### src/rtl/vu_pkg.sv
// Shared types and constants for the stereo peak-level meter.
package vu_pkg;

  typedef enum logic [1:0] {
    IDLE  = 2'd0,
    TRACK = 2'd1,
    HOLD  = 2'd2,
    DECAY = 2'd3
  } vu_state_e;

  localparam int NUM_LEDS     = 8;
  localparam int LVL_W        = 4;
  localparam int THR_BASE_EXP = 7;

  // |x| with -32768 clamped to 32767 so the result always fits in 15 bits
  function automatic logic [14:0] abs_sat(input logic [15:0] x);
    logic [15:0] neg;
    neg = 16'd0 - x;
    if (x == 16'h8000) begin
      abs_sat = 15'h7FFF;
    end else if (x[15]) begin
      abs_sat = neg[14:0];
    end else begin
      abs_sat = x[14:0];
    end
  endfunction

endpackage

### src/rtl/vu_level_enc.sv
// Magnitude to 0..8 level: one step per power of two from 2^THR_BASE_EXP upward.
module vu_level_enc
  import vu_pkg::*;
(
  input  logic [14:0]      mag,
  output logic [LVL_W-1:0] lvl
);

  // Count how many of the eight thresholds the magnitude reaches
  always_comb begin
    lvl = '0;
    for (int k = 1; k <= NUM_LEDS; k++) begin
      if (mag >= (15'd1 << (THR_BASE_EXP + k - 1))) begin
        lvl = lvl + LVL_W'(1);
      end else begin
        lvl = lvl;
      end
    end
  end

endmodule

### src/rtl/vu_meter.sv
// Stereo peak-hold LED meter. Define VU_PEAK_DOT_EN for a single-dot display
// instead of the default thermometer bar.
module vu_meter
  import vu_pkg::*;
#(
  parameter int HOLD_SAMPLES  = 2048,
  parameter int DECAY_SAMPLES = 256
) (
  input  logic                clk,
  input  logic                rst,
  input  logic                valid,
  input  logic [15:0]         lft_out,
  input  logic [15:0]         rht_out,
  input  logic                amp_on,
  output logic [NUM_LEDS-1:0] LED,
  output logic [LVL_W-1:0]    peak_lvl
);

  localparam int CNT_MAX = (HOLD_SAMPLES > DECAY_SAMPLES) ? HOLD_SAMPLES : DECAY_SAMPLES;
  localparam int CNT_W   = $clog2(CNT_MAX + 1);
  localparam logic [CNT_W-1:0] HOLD_INIT = CNT_W'(HOLD_SAMPLES);
  localparam logic [CNT_W-1:0] DEC_INIT  = CNT_W'(DECAY_SAMPLES);

  logic                valid_q;
  logic                evt_s;
  logic                evt1_q;
  logic [14:0]         mag_d, mag_q;
  logic [14:0]         abs_l_s, abs_r_s;
  logic [LVL_W-1:0]    lvl_s;
  vu_state_e           state_d, state_q;
  logic [LVL_W-1:0]    disp_d, disp_q;
  logic [CNT_W-1:0]    hold_cnt_d, hold_cnt_q;
  logic [CNT_W-1:0]    dec_cnt_d, dec_cnt_q;
  logic [NUM_LEDS-1:0] led_d, led_q;

  assign evt_s   = valid & ~valid_q;
  assign abs_l_s = abs_sat(lft_out);
  assign abs_r_s = abs_sat(rht_out);
  assign mag_d   = (abs_l_s > abs_r_s) ? abs_l_s : abs_r_s;

  vu_level_enc u_enc (
    .mag (mag_q),
    .lvl (lvl_s)
  );

  // Peak-hold FSM; amp_on low overrides everything, including a sample in flight
  always_comb begin
    state_d    = state_q;
    disp_d     = disp_q;
    hold_cnt_d = hold_cnt_q;
    dec_cnt_d  = dec_cnt_q;
    if (!amp_on) begin
      state_d    = IDLE;
      disp_d     = '0;
      hold_cnt_d = '0;
      dec_cnt_d  = '0;
    end else begin
      case (state_q)
        IDLE: state_d = TRACK;
        TRACK, HOLD, DECAY: begin
          if (!evt1_q) begin
            state_d = state_q;
          end else if ((lvl_s >= disp_q) && (lvl_s != '0)) begin
            disp_d     = lvl_s;
            hold_cnt_d = HOLD_INIT;
            state_d    = HOLD;
          end else if (state_q == HOLD) begin
            if (hold_cnt_q > CNT_W'(1)) begin
              hold_cnt_d = hold_cnt_q - CNT_W'(1);
            end else begin
              hold_cnt_d = '0;
              dec_cnt_d  = DEC_INIT;
              state_d    = DECAY;
            end
          end else if (state_q == DECAY) begin
            if (dec_cnt_q > CNT_W'(1)) begin
              dec_cnt_d = dec_cnt_q - CNT_W'(1);
            end else begin
              dec_cnt_d = DEC_INIT;
              if (disp_q > LVL_W'(1)) begin
                disp_d  = disp_q - LVL_W'(1);
                state_d = DECAY;
              end else begin
                disp_d  = '0;
                state_d = TRACK;
              end
            end
          end else begin
            state_d = TRACK;
          end
        end
        default: state_d = IDLE;
      endcase
    end
  end

  // LED pattern follows the next displayed level so LED and peak_lvl change together
  always_comb begin
    led_d = '0;
    for (int i = 0; i < NUM_LEDS; i++) begin
`ifdef VU_PEAK_DOT_EN
      led_d[i] = (disp_d == LVL_W'(i + 1));
`else
      led_d[i] = (LVL_W'(i) < disp_d);
`endif
    end
  end

  // Edge detect, magnitude stage, FSM state and output registers
  always_ff @(posedge clk or posedge rst) begin
    if (rst) begin
      valid_q    <= 1'b0;
      evt1_q     <= 1'b0;
      mag_q      <= '0;
      state_q    <= IDLE;
      disp_q     <= '0;
      hold_cnt_q <= '0;
      dec_cnt_q  <= '0;
      led_q      <= '0;
    end else begin
      valid_q    <= valid;
      evt1_q     <= evt_s;
      mag_q      <= mag_d;
      state_q    <= state_d;
      disp_q     <= disp_d;
      hold_cnt_q <= hold_cnt_d;
      dec_cnt_q  <= dec_cnt_d;
      led_q      <= led_d;
    end
  end

  assign LED      = led_q;
  assign peak_lvl = disp_q;

endmodule

### config.mk
export PLATFORM = sky130hd
export DESIGN_NAME = vu_meter
export DESIGN_NICKNAME = d
export VERILOG_FILES = /design/src/rtl/vu_pkg.sv /design/src/rtl/vu_level_enc.sv /design/src/rtl/vu_meter.sv
export SDC_FILE = /design/constraint.sdc
export NUM_CORES = 1
export LEC_CHECK = 0
export ABC_AREA = 1
export CAP_MARGIN = 20
export CORE_MARGIN = 2
export CORE_UTILIZATION = 37
export DETAILED_ROUTE_END_ITERATION = 10
export PLACE_DENSITY = 0.66
export SLEW_MARGIN = 10
export SYNTH_ARGS = -nofsm -noshare
export SYNTH_HDL_FRONTEND = slang
export SYNTH_SLANG_ARGS = --single-unit
### constraint.sdc
create_clock -name clk -period 7.3 [get_ports clk]
set_input_delay 1.095 -clock clk [delete_from_list [all_inputs] [get_ports clk]]
set_output_delay 1.095 -clock clk [all_outputs]
set_load 0.05 [all_outputs]
==> summary.txt <==
Detailed routing
  – Detailed Route WL: around 9400 µm
  – Drt pass-1 iters: 4
  – Post-route DRC: 0
  – Post-detailed-route count of antenna-violating nets: 0
  – Vias per Instance: ~4.7
  – DR iter-0 viols: around 220
  – Total number of vias: between 4000 and 5000
  – Routed length per instance: between 10 and 15 µm

GRT
  – First-pass GRT wire length: ~17000 µm
  – Global Route Usage Sum: between 10% and 20%
  – Vias in the first global route: just under 4000
  – Largest net degree at the start of global routing: 48
  – Initial antenna violation count: 0
  – Grt ovf: 0

Synthesis
  – Syn_nets: around 760
  – Ranking of synthesized cells by area: dfrtp_1, nand2_1, ha_1
  – Synth Flop Type: dfrtp_1
  – Syn Inst Count: between 600 and 700
  – Synthesized area: around 4500 µm²
  – Synth Register Bits: 47
  – Post-synth ARST share: 100%
  – Mapped Avg Cell Area: 6.55 µm²
  – Biggest area consumer among synthesized cells: dfrtp_1
  – Synthesis warning total: 0
  – Number of synthesized flops with an enable pin: 0
  – Yosys cell types: 47
  – Sequential-to-total area share from yosys stat: between 20% and 30%
  – Top cell type's share of synthesized area: between 20% and 30%

Timing
  – Max Slew Vio Count: 0
  – Worst Tran Pin Value: ~1000 ps
  – Period minus WS final: ~6600 ps
  – Final-report hold violation count: 0
  – Final worst slack: ~680 ps
  – Fmax achieved: ~150 MHz
  – Hold Slack: around 400 ps
  – Setup Viol. Count Final: 0
  – Max-slew headroom: between 20 and 30%
  – Fin crit share: just over 90%
  – Clock skew: between 10 and 15 ps

Worst setup path
  – Critical Path Stages: 41
  – FF-to-FF path depth: roughly 40
  – CP most frequent cell: nand2_1
  – CP endpoint: LED[4]
  – RR Endpoint: LED[4]
  – CP top delay family: simple AND/OR/NAND/NOR gates
  – Critical Path Start Type: flip-flop
  – Largest stage delay, worst path: 460 ps
  – Buf/Inv on CP: 8
  – RR Startpoint: mag_q[14]
  – Critical path class: reg2reg
  – Crit. End Element: flip-flop
  – Register-to-Register Setup Slack: 680 ps
  – Critical path arrival: just under 7000 ps
  – WP data required: roughly 7500 ps
  – Critical-path top delay cell: dfrtp_1
  – Critical path launch point: mag_q[14]
  – Crit-path max FO: 9

Floorplan
  – Initial Util: between 30% and 40%
  – Die height: approximately 110 µm
  – Chip Width: between 100 and 150 µm
  – Die area: 13000 µm²
  – Core ar.: between 10000 and 15000 µm²
  – Rows: 40
  – # IOs: between 40 and 50

CTS
  – Hold Buf Count CTS: 0
  – CTS tree: yes
  – CTS Buf Count: 5
  – Clock buffer depth: 2
  – Worst-path clk slew: about 60 ps
  – CTS Root Cell: clkbuf_16
  – Clock latency on the worst-skew pair: between 200 and 300 ps
  – Sink Count: 47
  – H-tree depth: 2

Placement
  – I/O Buffers: 47
  – DP HPWL: between 7000 and 8000 µm
  – RD Place Congestion: approximately 0.82
  – Placed insts: just under 900
  – Setup WS pre-CTS: around 460 ps

Pwr
  – Worst VDD drop: roughly 150 µV
  – Design Power: slightly above 0.002 W
  – P_leak: about 2.7 nW
  – Pwr/cell area: roughly 380 nW/µm²

Layout
  – Final nets: 805
  – Post-route insts no fill: 883
  – Antenna Cells: 0
  – Final core utilization: 44.7%
  – Fraction of layout cells with a size suffix above 1: 8.42%
  – Synth-to-layout area growth: 18.7%

Status
  – Outcome: finished, final reports clean

Min path
  – Worst hold path type: reg2reg

Job
  – Max cap viols: 0
[sequential cells by signal (all words and copies together), names as in the netlist]
signal      cells
peak_lvl        4
mag_q           8
hold_cnt_q     12
LED             7
state_q         2
valid_q         1
evt1_q          1
dec_cnt_q      12
[final cells by class]
type	instances	area (µm²)
repair buffers	54	536
clock buffers	5	125
multi-input cells	513	2830
flip-flops and latches	47	1180
clock inverters	3	47.5
inverters	114	428
fillers	1240	6590
well taps	147	184
[where the power goes]
part	total (W)	switching, W	internal [W]	leakage [nW]
clock network	0.000263	0.0000999	0.000163	0.0844
registers	0.000409	0.0000682	0.000341	0.615
logic	0.00137	0.000842	0.000525	1.98
total	0.00204	0.00101	0.00103	2.68
[worst min-delay path by stage]
stage                        from  endpoint  slack [ps]  cells after the start
after floorplan           valid_q    evt1_q         380                      1
after global placement    valid_q    evt1_q         380                      1
after detailed placement  valid_q    evt1_q         390                      1
after CTS                 valid_q    evt1_q         400                      1
after global routing      valid_q    evt1_q         410                      1
final                     valid_q    evt1_q         400                      1
[cell usage after synthesis, types with 3 or more instances]
| master | instances |
|---|---|
| nand2_1 | 149 |
| inv_1 | 106 |
| nor2_1 | 83 |
| nand3_1 | 55 |
| dfrtp_1 | 47 |
| o21ai_0 | 36 |
| ha_1 | 34 |
| nor3_1 | 29 |
| a21oi_1 | 28 |
| nand2_2 | 18 |
| xor2_1 | 16 |
| o21ai_1 | 7 |
| inv_2 | 6 |
| xnor2_1 | 6 |
| or2_2 | 5 |
| clkbuf_1 | 4 |
| nand3b_1 | 4 |
| nand4_1 | 4 |
| nor2_2 | 4 |
| o211ai_1 | 4 |
| buf_2 | 3 |
[through the flow]
step / area [µm²] / setup TNS, ps
after detailed placement: 5100 / 0
after global routing: 5330 / -7.80
after CTS: 5280 / 0
final: 5330 / 0
after floorplan: 4490 / 0
after global placement: 5100 / 0
[what timing repair did]
item / 4_1_cts / 5_1_grt
endpoints found under the setup margin: 0 / 28
buffers inserted: 0 / 3
gates resized for setup: 0 / 2
[cell usage in the layout, fill, tap and decap left out, drive strengths merged]
master         netlist  layout
a2111oi              2       2
a211oi               2       2
a21boi               1       1
a21oi               29      29
a2bb2oi              1       1
a31oi                1       1
and3                 1       1
buf                  7       7
bufinv               0       1
clkbuf               4       5
clkdlybuf4s50        0      47
clkinv               2       3
dfrtp               47      47
ha                  34      34
inv                112     113
nand2              167     167
nand3               59      59
nand3b               4       4
nand4                4       4
nor2                90      90
nor3                29      29
nor3b                2       2
nor4b                1       1
o211ai               4       4
o21a                 1       1
o21ai               45      45
o21bai               3       3
o22ai                1       1
o311ai               1       1
o31ai                1       1
o32ai                2       2
or2                  6       6
xnor2                6       6
xor2                16      16
[kinds of logic after synthesis]
family,share of synthesized area (%)
compound gates,12.4
fa+ha+maj,9.48
xor+xnor,4.29
flops,26.2
simple gates,36.8
buf+inv,10.9
[routing by layer]
metal	global-route usage, %	vias to the layer above	routed length, µm
li1	-	2299	-
met3	2.81	9	345
met1	20.9	1791	4810
met4	4.31	0	131
met2	25.1	55	4060
met5	0	-	0
(Power assumes the default switching activity.)
